## src/rtl/fp_pkg.sv

```systemverilog
// Shared floating-point constants and state encodings for the FP datapath
// (fp_divider, fp_multiplier).
package fp_pkg;

  localparam int EXP_W     = 8;
  localparam int MANT_W    = 23;
  localparam int BIAS      = 2 ** (EXP_W - 1) - 1;
  localparam int DIV_ITERS = MANT_W + 3;

  localparam logic [31:0] QNAN = 32'h7FC0_0000;
  localparam logic [31:0] INF  = 32'h7F80_0000;

  typedef enum logic [1:0] {
    ST_IDLE = 2'd0,
    ST_DIV  = 2'd1,
    ST_NORM = 2'd2,
    ST_RND  = 2'd3
  } state_t;

  // Result class decided at operand capture; SP_NONE means a normal quotient.
  typedef enum logic [1:0] {
    SP_NONE = 2'd0,
    SP_NAN  = 2'd1,
    SP_INF  = 2'd2,
    SP_ZERO = 2'd3
  } special_t;

  // Special-case classification of num1 / num2 (denormals count as zero).
  function automatic special_t classify_div(input logic [31:0] a, input logic [31:0] b);
    logic a_zero, b_zero, a_inf, b_inf, a_nan, b_nan;
    a_zero = (a[30:23] == '0);
    b_zero = (b[30:23] == '0);
    a_inf  = (a[30:23] == '1) && (a[22:0] == '0);
    b_inf  = (b[30:23] == '1) && (b[22:0] == '0);
    a_nan  = (a[30:23] == '1) && (a[22:0] != '0);
    b_nan  = (b[30:23] == '1) && (b[22:0] != '0);
    if (a_nan || b_nan || (a_zero && b_zero) || (a_inf && b_inf)) return SP_NAN;
    if (b_zero || a_inf) return SP_INF;
    if (a_zero || b_inf) return SP_ZERO;
    return SP_NONE;
  endfunction

endpackage

```

## src/rtl/fp_divider_if.sv

```systemverilog
// Operand/result handshake bundle for the FP divider.
interface fp_divider_if;
  logic        en;
  logic [31:0] num1;
  logic [31:0] num2;
  logic [31:0] res;
  logic        val;
  logic        busy;

  modport master (output en, num1, num2, input res, val, busy);
  modport slave  (input en, num1, num2, output res, val, busy);
endinterface

```

## src/rtl/mant_divider.sv

```systemverilog
// Unsigned restoring divider: one quotient bit per clock, MSB (integer bit) first.
// Produces floor(dividend/divisor * 2^(DIV_ITERS-1)) plus a sticky bit for the remainder.
module mant_divider
  import fp_pkg::*;
(
  input  logic        clk,
  input  logic        rst_n,
  input  logic        start,
  input  logic [23:0] dividend,
  input  logic [23:0] divisor,
  output logic [25:0] quot,
  output logic        sticky,
  output logic        done
);

  logic [4:0]  cnt_q;
  logic [24:0] rem_q;
  logic [23:0] div_q;
  logic [25:0] quot_q;
  logic        fits;
  logic [24:0] rem_d;

  // Trial subtraction; the partial remainder stays below twice the divisor so 25 bits suffice.
  always_comb begin
    fits  = (rem_q >= {1'b0, div_q});
    rem_d = fits ? (rem_q - {1'b0, div_q}) : rem_q;
  end

  // Iteration down-counter, remainder and quotient shift registers.
  always_ff @(posedge clk or negedge rst_n) begin
    if (!rst_n) begin
      cnt_q  <= '0;
      rem_q  <= '0;
      div_q  <= '0;
      quot_q <= '0;
    end else if (start) begin
      cnt_q  <= 5'(DIV_ITERS);
      rem_q  <= {1'b0, dividend};
      div_q  <= divisor;
      quot_q <= '0;
    end else if (cnt_q != '0) begin
      cnt_q  <= cnt_q - 5'd1;
      rem_q  <= rem_d << 1;
      quot_q <= {quot_q[24:0], fits};
    end
  end

  assign quot   = quot_q;
  assign sticky = |rem_q;
  // High during the final iteration so the caller can leave its divide state on that edge.
  assign done   = (cnt_q == 5'd1);

endmodule

```

## src/rtl/fp_divider.sv

```systemverilog
// Sequential IEEE-754 single-precision divider, res = num1 / num2, fixed 28-cycle latency.
//
//   state   | meaning
//   --------+-----------------------------------------------------------
//   ST_IDLE | waiting for en; operands captured on the accepting edge
//   ST_DIV  | mantissa divider producing 26 quotient bits
//   ST_NORM | align quotient so the hidden bit is set, extract guard/sticky
//   ST_RND  | round-to-nearest-even, range check, write res and strobe val
module fp_divider
  import fp_pkg::*;
(
  input  logic        clk,
  input  logic        rst_n,
  fp_divider_if.slave bus
);

  state_t          state_q, state_d;
  logic            capture;
  logic            sign_q;
  special_t        spec_q;
  logic signed [9:0] exp_q;
  logic signed [9:0] exp_cap;
  logic [22:0]     frac_q;
  logic            guard_q;
  logic            rs_q;
  logic [31:0]     res_q, res_d;
  logic            val_q;

  logic [25:0]     quot;
  logic            sticky;
  logic            div_done;

  logic            inc;
  logic [23:0]     frac_sum;
  logic signed [9:0] exp_r;

  assign capture = (state_q == ST_IDLE) && bus.en;
  assign exp_cap = {2'b00, bus.num1[30:23]} - {2'b00, bus.num2[30:23]} + 10'(BIAS);

  mant_divider u_mant_div (
    .clk      (clk),
    .rst_n    (rst_n),
    .start    (capture),
    .dividend ({1'b1, bus.num1[22:0]}),
    .divisor  ({1'b1, bus.num2[22:0]}),
    .quot     (quot),
    .sticky   (sticky),
    .done     (div_done)
  );

  // State register.
  always_ff @(posedge clk or negedge rst_n) begin
    if (!rst_n) state_q <= ST_IDLE;
    else        state_q <= state_d;
  end

  // Next-state logic.
  always_comb begin
    state_d = state_q;
    unique case (state_q)
      ST_IDLE: if (bus.en)   state_d = ST_DIV;
      ST_DIV:  if (div_done) state_d = ST_NORM;
      ST_NORM:               state_d = ST_RND;
      ST_RND:                state_d = ST_IDLE;
      default:               state_d = ST_IDLE;
    endcase
  end

  // Capture sign/exponent/special class, then normalise the quotient.
  always_ff @(posedge clk or negedge rst_n) begin
    if (!rst_n) begin
      sign_q  <= 1'b0;
      spec_q  <= SP_NONE;
      exp_q   <= '0;
      frac_q  <= '0;
      guard_q <= 1'b0;
      rs_q    <= 1'b0;
    end else if (capture) begin
      sign_q <= bus.num1[31] ^ bus.num2[31];
      spec_q <= classify_div(bus.num1, bus.num2);
      exp_q  <= exp_cap;
    end else if (state_q == ST_NORM) begin
      if (quot[25]) begin
        frac_q  <= quot[24:2];
        guard_q <= quot[1];
        rs_q    <= quot[0] | sticky;
      end else begin
        // Quotient below 1: the bit after guard is not computed, but only its OR with sticky matters.
        frac_q  <= quot[23:1];
        guard_q <= quot[0];
        rs_q    <= sticky;
        exp_q   <= exp_q - 10'sd1;
      end
    end
  end

  // Round-to-nearest-even, carry renormalisation, range limits and special overrides.
  always_comb begin
    inc      = guard_q & (rs_q | frac_q[0]);
    frac_sum = {1'b0, frac_q} + {23'd0, inc};
    exp_r    = exp_q + 10'(frac_sum[23]);
    res_d    = {sign_q, exp_r[7:0], frac_sum[22:0]};
    unique case (spec_q)
      SP_NAN:  res_d = QNAN;
      SP_INF:  res_d = {sign_q, INF[30:0]};
      SP_ZERO: res_d = {sign_q, 31'd0};
      default: begin
        if (exp_r >= 10'sd255)    res_d = {sign_q, INF[30:0]};
        else if (exp_r <= 10'sd0) res_d = {sign_q, 31'd0};
      end
    endcase
  end

  // Result register and one-cycle strobe.
  always_ff @(posedge clk or negedge rst_n) begin
    if (!rst_n) begin
      res_q <= '0;
      val_q <= 1'b0;
    end else begin
      val_q <= (state_q == ST_RND);
      if (state_q == ST_RND) res_q <= res_d;
    end
  end

  assign bus.res  = res_q;
  assign bus.val  = val_q;
  assign bus.busy = (state_q != ST_IDLE);

endmodule
```

## src/flat_wrapper.sv

```systemverilog
// flat-port wrapper written by rule: the top's interface ports become plain ports
module fp_divider_flat import fp_pkg::*;
  (clk, rst_n, bus_en, bus_num1, bus_num2, bus_res, bus_val, bus_busy);
  fp_divider_if bus_i ();
  input  logic clk;
  input  logic rst_n;
  input wire logic [$bits(bus_i.en)-1:0] bus_en;
  input wire logic [$bits(bus_i.num1)-1:0] bus_num1;
  input wire logic [$bits(bus_i.num2)-1:0] bus_num2;
  output wire logic [$bits(bus_i.res)-1:0] bus_res;
  output wire logic [$bits(bus_i.val)-1:0] bus_val;
  output wire logic [$bits(bus_i.busy)-1:0] bus_busy;
  assign bus_i.en = bus_en;
  assign bus_i.num1 = bus_num1;
  assign bus_i.num2 = bus_num2;
  assign bus_res = bus_i.res;
  assign bus_val = bus_i.val;
  assign bus_busy = bus_i.busy;
  fp_divider u_core (.clk(clk), .rst_n(rst_n), .bus(bus_i));
endmodule
```

## config.mk

```make
export PLATFORM = sky130hd
export DESIGN_NAME = fp_divider_flat
export DESIGN_NICKNAME = d
export VERILOG_FILES = /design/src/rtl/fp_pkg.sv /design/src/rtl/fp_divider_if.sv /design/src/rtl/mant_divider.sv /design/src/rtl/fp_divider.sv /design/src/flat_wrapper.sv
export SDC_FILE = /design/constraint.sdc
export NUM_CORES = 1
export LEC_CHECK = 0
export CAP_MARGIN = 10
export CORE_MARGIN = 2
export CORE_UTILIZATION = 30
export CTS_CLUSTER_DIAMETER = 100
export DETAILED_ROUTE_END_ITERATION = 10
export PLACE_DENSITY = 0.52
export SYNTH_ARGS = -nofsm -noshare
export SYNTH_HDL_FRONTEND = slang
export SYNTH_SLANG_ARGS = --single-unit
```

## constraint.sdc

```tcl
create_clock -name clk -period 4.42 [get_ports clk]
set_input_delay 0.663 -clock clk [delete_from_list [all_inputs] [get_ports clk]]
set_output_delay 0.663 -clock clk [all_outputs]
set_load 0.005 [all_outputs]
```

==> summary.txt, run 1 <==
Post-Syn Area -> 9400 µm²
Critical path arrival -> 4.16 ns
Post-synth top area cell -> dfrtp_1
Post-synth EDFFs -> 0
Antenna Nets Post-Route -> 0
Critical Path Max Stage Delay -> 0.43 ns
Maxcap violations -> 0
DRC Markers -> 0
Gate power share -> 53.7%
Final Hold Viols -> 0
I/O pins -> 101
Pleak -> 4.64 nW
FFs w/ async S/R, synth -> 100%
Pin count of the biggest net entering global routing -> 103
TNS Setup -> 0 ns
Die Y -> 181 µm
Die area -> 32800 µm²
DRT Pass-1 Iters -> 5
Maximum VDD drop -> 0.361 mV
Cells along the critical path -> o21a_1 -> ha_1 -> and3_1 -> and3_1 -> nand2_1 -> nor2_1 -> nand3_1 -> nor2_1 -> ha_1 -> ha_1 -> nand3_1 -> xnor2_1 -> nand3_1 -> o41ai_1 -> nand2_1 -> nand2_1 -> buf_4 -> o2bb2ai_1
Most numerous cell in the Yosys netlist -> nand2_1
Switch share -> 44.6%
Outcome -> finished clean
1st-iter DRT viols -> 552
Layout cell share with drive strength beyond 1 -> 4.96%
Hpwl dp -> 18100 µm
Power share of the clock group -> 17.0%
Setup slack, reg-to-reg -> 0.57 ns
CP top delay family -> simple AND/OR/NAND/NOR gates
Max_slew headroom -> 27.4%
Net Count, Synth -> 1199
First-pass GRT wire length -> 41800 µm
Post-synth top area share -> 40.7%
Syn avg cell area -> 8.71 µm²
DR vias/cell -> 5.07
Syn. warnings -> 0
CP max stage cell -> o41ai_1
Most frequent cells after synthesis -> nand2_1 (154), dfrtp_1 (153), a21oi_1 (105), nor2_1 (76), o21ai_0 (74)
Root buffer cell -> clkbuf_16
Clk_lat worst skew -> 0.44 ns
Core ar. -> 30700 µm²
Pint -> 0.00491 W
Num CTS Buffers -> 17
Cell variety after synth -> 65
Post-Syn Instances -> 1080
Port Buf Inserts -> 100
Sequential share of the synthesized area -> 40.7%
Fmax -> 0.259 GHz
Synth top area cells -> dfrtp_1 (41%), ha_1 (6.7%), nand2_1 (6.1%)
Ant. Diodes -> 0
Drt total wl -> 25300 µm
Worst setup EP type -> flip-flop
Hold Buf Count CTS -> 0
Register bit total from synthesis -> 153
Resized cells post-CTS -> 0
Hold Crit Class -> in2async
Via count -> 7945
Routed len/inst -> 16.1 µm
Layout Skew -> 0.0116 ns
Critical path required time -> 4.73 ns
Power per Cell Area -> 780 nW/µm²
Tot GR Track Use -> 15.7%
FF-to-FF End -> u_core.bus.res[18]
Gr ovfl total -> 0
Register-to-Register Path Depth -> 18
Sequential power share -> 29.3%
Vias in the first global route -> 7866
Rows -> 64
Postcts setup bufs -> 0
CTS H-Tree Depth -> 4
Critical path peak fanout -> 21
# clock sinks -> 153
Final setup viols -> 0
Die width -> 181 µm
Initial Utilization -> 30.6%
Core Util, Final -> 37.0%
Fin. max-slew vios -> 0
Routability-driven placement congestion ratio -> 0.853
CP Launch Type -> flip-flop
Final clock period utilization by the worst path -> 87.2%
Fin crit period -> 3.85 ns
Ys flop type -> dfrtp_1
Worst-Margin Slew -> 1.09 ns
Buffers & Inverters on Critical Path -> 1
RSZ-0062 raised after global routing -> no
Max clock buf depth -> 2
Antenna violations before repair -> 0
Layout Nets -> 1276
Critical path type -> reg2reg
Clock-pin slew on the worst setup and hold paths -> 0.07 ns
RR Startpoint -> u_core.frac_q[0]
CTS tree -> built
P&R area growth vs syn -> 20.9%
NetSw -> 0.00396 W
-- sequential cells by signal, indices dropped and copies added, names as in the netlist, 2 cells and up --
| register | flops |
|---|---|
| u_core.state_q | 2 |
| u_core.frac_q | 23 |
| u_core.bus.res | 32 |
| u_core.u_mant_div.quot | 26 |
| u_core.spec_q | 2 |
| u_core.u_mant_div.div_q | 24 |
| u_core.u_mant_div.cnt_q | 5 |
| u_core.exp_q | 10 |
| u_core.u_mant_div.rem_q | 25 |
-- layout make-up --
class | count | area [µm²]
Fill cell | 3195 | 19400
Multi-Input combinational cell | 816 | 5130
Sequential cell | 153 | 3830
Timing Repair Buffer | 110 | 1090
Tap cell | 396 | 495
Clock buffer | 17 | 425
Inverter | 59 | 221
Clock inverter | 15 | 183
-- cell usage in the layout, fill, tap and decap left out, types with 5 or more instances in the layout --
cell               n
o21a_1             9
and2_1             5
xnor2_1           37
clkdlybuf4s50_1   99
nand4_1           17
buf_4              9
nor3_1            21
a21oi_1          105
nor2_1            76
or4_1              6
dfrtp_1          153
clkbuf_16         17
ha_1              50
or3_1             23
nand2_1          154
and3_1            12
xor2_1            29
a21o_1             6
a211oi_1           5
nor4_1            17
o2bb2ai_1         20
o21ai_0           74
inv_1             59
o31ai_1           10
nand3_1           24
nor2b_1            6
a31oi_1           12
a22oi_1            6
o21bai_1           7
mux2i_1           31
-- per-layer routing --
| metal | vias to the layer above | global-route usage (%) | wire, µm |
|---|---|---|---|
| met3 | 30 | 2.50 | 1050 |
| met2 | 172 | 24.9 | 11500 |
| li1 | 3972 | - | - |
| met1 | 3771 | 21.9 | 12300 |
| met4 | 0 | 5.14 | 463 |
| met5 | - | 0 | 0 |
-- cell families (layout without fill, tap and decap cells) --
logic type               after synthesis  in the layout  share of synthesized area [%]
multiplexers                          32             32                           3.42
AND/OR/NAND/NOR                      376            376                           18.7
adder cells (fa/ha/maj)               52             52                           7.08
flip-flops                           153            153                           40.7
buffers and inverters                111            201                           4.80
XOR/XNOR                              66             66                           6.15
AO/OA/AOI/OAI                        290            290                           19.1
-- worst max path at each step --
stage	from	to	slack [ns]	cells past startpoint
2_1_floorplan	u_core.frac_q[0]	u_core.bus.res[10]	1.21	16
3_3_place_gp	u_core.frac_q[0]	u_core.bus.res[22]	0.63	18
3_5_place_dp	u_core.frac_q[0]	u_core.bus.res[22]	0.57	18
4_1_cts	u_core.frac_q[0]	u_core.bus.res[18]	0.55	18
5_1_grt	u_core.frac_q[0]	u_core.bus.res[19]	0.21	18
6_report	u_core.frac_q[0]	u_core.bus.res[18]	0.57	18
-- power by group through the flow --
stage	clock network, W	logic (W)	registers [W]
after floorplan	0	0.00362	0.00244
after global routing	0.00160	0.00538	0.00269
after CTS	0.00154	0.00479	0.00259
after detailed placement	0	0.00476	0.00262
after global placement	0	0.00472	0.00261
final	0.00151	0.00476	0.00260
-- per-stage QoR --
| step | setup slack (ns) | power (W) | hold slack (ns) | area, µm² | std cells |
|---|---|---|---|---|---|
| after detailed placement | 0.575 | 0.00737 | 0.442 | 10800 | 1534 |
| after CTS | 0.549 | 0.00892 | 0.409 | 11400 | 1566 |
| final | 0.566 | 0.00887 | 0.357 | 11400 | 1566 |
| after global routing | 0.214 | 0.00967 | 0.441 | 11400 | 1566 |
| after floorplan | 1.21 | 0.00606 | 0.367 | 9400 | 1080 |
| after global placement | 0.628 | 0.00733 | 0.434 | 10800 | 1534 |
(Power assumes the default switching activity.)
==> inputs of run 2 (changes only) <==
CAP_MARGIN = default   (was 10)
CORE_MARGIN = 8   (was 2)
==> run 2 against run 1 <==
Net effect: fmax rose by 1.7%; register-to-register slack better by 0.06 ns; critical path depth did not move; sequential share of layout area is 0.067 points lower; global-route usage decreased by 1.3 points; clock-buffer cell count did not move; die area is 14% higher; combinational power barely moved; largest cell class unchanged.
==> summary.txt, run 2 (synthesis results as in run 1) <==
Hold Buf Count CTS -> 0
First-pass GRT wire length -> 42700 µm
Routed len/inst -> 16.5 µm
CP Launch Type -> flip-flop
Drt total wl -> 26000 µm
Hold Crit Class -> in2async
Critical path peak fanout -> 21
Final clock period utilization by the worst path -> 85.8%
Critical path arrival -> 4.10 ns
Tot GR Track Use -> 14.4%
Most frequent cells in the layout -> nand2_1 (154), dfrtp_1 (153), a21oi_1 (105)
Initial Utilization -> 30.1%
Pin count of the biggest net entering global routing -> 111
Power per Cell Area -> 787 nW/µm²
Clock-pin slew on the worst setup and hold paths -> 0.07 ns
Outcome -> finished clean
# clock sinks -> 153
CP top delay family -> simple AND/OR/NAND/NOR gates
RSZ-0062 raised after global routing -> no
Critical path required time -> 4.73 ns
Die area -> 37300 µm²
CTS tree -> built
DRT Pass-1 Iters -> 4
Die width -> 193 µm
CTS H-Tree Depth -> 4
Pleak -> 4.66 nW
Layout fillers -> 3258
1st-iter DRT viols -> 538
Layout Skew -> 0.0105 ns
Ant. Diodes -> 0
Most common cell after layout, fill and taps aside -> nand2_1
DR vias/cell -> 4.98
Fmax -> 0.264 GHz
Maxcap violations -> 0
Worst-Margin Slew -> 1.12 ns
Port Buf Inserts -> 100
TNS Setup -> 0 ns
Antenna violations before repair -> 0
Num CTS Buffers -> 17
Die Y -> 193 µm
Routability-driven placement congestion ratio -> 0.810
Rows -> 65
Buffers & Inverters on Critical Path -> 1
Via count -> 7839
I/O pins -> 101
Cells along the critical path -> o21a_1 -> ha_1 -> and3_1 -> and3_1 -> nand2_1 -> nor2_1 -> nand3_1 -> nor2_1 -> ha_1 -> ha_1 -> nand3_1 -> xnor2_1 -> nand3_1 -> o41ai_1 -> nand2_1 -> nand2_1 -> buf_4 -> o21ai_0
Postcts setup bufs -> 0
Fin. max-slew vios -> 0
Worst setup EP type -> flip-flop
Vias in the first global route -> 7860
Setup slack, reg-to-reg -> 0.63 ns
P&R area growth vs syn -> 21.1%
Critical path type -> reg2reg
Root buffer cell -> clkbuf_16
Clk_lat worst skew -> 0.43 ns
CP max stage cell -> o41ai_1
Core Util, Final -> 36.5%
Hold_ws -> 0.351 ns
Maximum VDD drop -> 0.328 mV
Fin crit period -> 3.79 ns
Gr ovfl total -> 0
Layout cell share with drive strength beyond 1 -> 5.12%
Final Hold Viols -> 0
DRC Markers -> 0
Max_slew headroom -> 24.8%
Hpwl dp -> 18900 µm
Critical Path Max Stage Delay -> 0.41 ns
Antenna Nets Post-Route -> 0
Final setup viols -> 0
Layout Nets -> 1277
Resized cells post-CTS -> 0
Max clock buf depth -> 2
Largest register FFs -> 32
Core ar. -> 31200 µm²
[run 2: through the flow]
step	setup WS, ns	instances	cell area (µm²)	total power, W
2_1_floorplan	1.21	1080	9400	0.00606
3_3_place_gp	0.642	1541	10800	0.00735
3_5_place_dp	0.631	1541	10800	0.00739
4_1_cts	0.601	1573	11400	0.00902
5_1_grt	0.185	1573	11400	0.00976
6_report	0.630	1573	11400	0.00896
[run 2: cell type report]
type	count	area (µm²)	share of cell area, %
clock buffers	17	425	3.73
clock inverters	15	200	1.76
inverters	59	221	1.94
well taps	402	503	4.42
multi-input cells	816	5130	45.0
repair buffers	111	1080	9.52
flip-flops and latches	153	3830	33.6
[run 2: routing by layer]
layer | vias up | wire [µm] | GRT usage (%)
li1 | 3965 | - | -
met1 | 3703 | 13100 | 20.2
met2 | 155 | 11700 | 22.8
met3 | 16 | 997 | 2.37
met4 | 0 | 212 | 3.49
met5 | - | 0 | 0
[run 2: worst paths after layout]
path	cells after the start	to	from
max reg2reg	18	u_core.bus.res[22]	u_core.frac_q[0]
min reg2reg	2	u_core.u_mant_div.div_q[23]	u_core.u_mant_div.div_q[23]
max	18	u_core.bus.res[22]	u_core.frac_q[0]
max in group asynchronous	2	u_core.rs_q	rst_n
min in group clk	2	u_core.u_mant_div.div_q[23]	u_core.u_mant_div.div_q[23]
min	1	u_core.bus.res[29]	rst_n
[run 2: power breakdown]
part | total (W) | switching [W] | internal (W) | leakage, nW
clock network | 0.00159 | 0.000681 | 0.000914 | 0.307
registers | 0.00259 | 0.000558 | 0.00203 | 1.91
logic | 0.00478 | 0.00271 | 0.00207 | 2.44
==> inputs of run 3 (changes only) <==
CAP_MARGIN = 20   (was default)
==> run 3 against run 2 <==
Net effect: first-iteration DRC count is 1.3% lower; highest routed layer unchanged; clock power is essentially flat; design area rose by 0.24%; critical endpoint unchanged; largest cell class unchanged; register-to-register slack about the same; largest power group unchanged; clock skew hardly changed; fmax down 0.11%.
==> summary.txt, run 3 (synthesis results as in run 1) <==
Routability-driven placement congestion ratio -> 0.810
Worst setup EP type -> flip-flop
Critical path peak fanout -> 21
Rows -> 65
DRC Markers -> 0
Fin crit period -> 3.79 ns
Power per Cell Area -> 785 nW/µm²
Fmax -> 0.264 GHz
Postcts setup bufs -> 0
Hold Crit Class -> in2async
Routed len/inst -> 16.5 µm
Post-DP Area -> 10800 µm²
Fin. max-slew vios -> 0
Vias in the first global route -> 7860
Port Buf Inserts -> 100
Gr ovfl total -> 0
Largest register FFs -> 32
Final Hold Viols -> 0
Ant. Diodes -> 0
Layout Nets -> 1278
Layout cell share with drive strength beyond 1 -> 5.20%
Max clock buf depth -> 2
Most common cell after layout, fill and taps aside -> nand2_1
Max_slew headroom -> 26.3%
Outcome -> finished clean
Root buffer cell -> clkbuf_16
Critical path required time -> 4.73 ns
CP Launch Type -> flip-flop
Resized cells post-CTS -> 0
RSZ-0062 raised after global routing -> no
I/O pins -> 101
Die area -> 37300 µm²
Layout fillers -> 3254
Drt total wl -> 26000 µm
Initial Utilization -> 30.1%
Pleak -> 4.67 nW
TNS Setup -> 0 ns
P&R area growth vs syn -> 21.4%
Via count -> 7833
CTS tree -> built
Die width -> 193 µm
DR vias/cell -> 4.98
# clock sinks -> 153
Final setup viols -> 0
Antenna Nets Post-Route -> 0
Critical path type -> reg2reg
Hold Buf Count CTS -> 0
DRT Pass-1 Iters -> 5
1st-iter DRT viols -> 531
Antenna violations before repair -> 0
Clock-pin slew on the worst setup and hold paths -> 0.07 ns
Maxcap violations -> 0
Final Power -> 0.00897 W
Most frequent cells in the layout -> nand2_1 (154), dfrtp_1 (153), a21oi_1 (105)
Maximum VDD drop -> 0.327 mV
Pin count of the biggest net entering global routing -> 111
Critical path arrival -> 4.11 ns
Hpwl dp -> 18900 µm
Num CTS Buffers -> 17
Placed insts -> 1541
Worst-Margin Slew -> 1.10 ns
Tot GR Track Use -> 14.4%
First-pass GRT wire length -> 42700 µm
Final instance area -> 11400 µm²
Hold_ws -> 0.128 ns
Clk_lat worst skew -> 0.43 ns
Core ar. -> 31200 µm²
Die Y -> 193 µm
Final clock period utilization by the worst path -> 85.8%
Layout Skew -> 0.0108 ns
Final Non-Filler Cells -> 1574
CTS H-Tree Depth -> 4
## run 3: stage by stage
step | util, % | setup WS (ns)
2_1_floorplan | - | 1.21
3_3_place_gp | 34.5 | 0.642
3_5_place_dp | 34.5 | 0.631
4_1_cts | 36.5 | 0.601
5_1_grt | 36.6 | 0.185
6_report | 36.6 | 0.626
## run 3: layout make-up
cell class	instances	area, µm²	share of cell area (%)
multi-input cells	816	5130	44.9
flip-flops and latches	153	3830	33.5
repair buffers	112	1110	9.74
well taps	402	503	4.40
clock buffers	17	425	3.73
inverters	59	221	1.94
clock inverters	15	200	1.75
## run 3: report_power, final
| group | total [W] | switching [W] | internal (W) |
|---|---|---|---|
| clock network | 0.00160 | 0.000681 | 0.000914 |
| registers | 0.00259 | 0.000560 | 0.00203 |
| logic | 0.00478 | 0.00271 | 0.00207 |
| total | 0.00897 | 0.00395 | 0.00502 |
## run 3: final timing paths
check | start | end | slack, ns | depth (start not counted)
max | u_core.frac_q[0] | u_core.bus.res[22] | 0.63 | 18
min | rst_n | u_core.bus.res[29] | 0.13 | 1
max reg2reg | u_core.frac_q[0] | u_core.bus.res[22] | 0.63 | 18
min reg2reg | u_core.u_mant_div.div_q[23] | u_core.u_mant_div.div_q[23] | 0.47 | 2
max in group asynchronous | rst_n | u_core.u_mant_div.rem_q[6] | 3.21 | 3
min in group clk | u_core.u_mant_div.div_q[23] | u_core.u_mant_div.div_q[23] | 0.47 | 2
## run 3: routing by layer
layer	global-route usage (%)	part of all wire, %	up-vias
li1	-	-	3966
met1	20.2	50	3706
met2	22.8	45	144
met3	2.37	3.8	17
met4	3.49	0.87	0
met5	0	0	-
## run 3: critical path, stage by stage (launching register included)
cell and delay [ns]:
dfrtp_1 0.38, o21a_1 0.13, ha_1 0.15, and3_1 0.20, and3_1 0.22, nand2_1 0.07, nor2_1 0.32, nand3_1 0.14
nor2_1 0.15, ha_1 0.22, ha_1 0.22, nand3_1 0.11, xnor2_1 0.25, nand3_1 0.11, o41ai_1 0.41, nand2_1 0.17
nand2_1 0.10, buf_4 0.23, o21ai_0 0.11
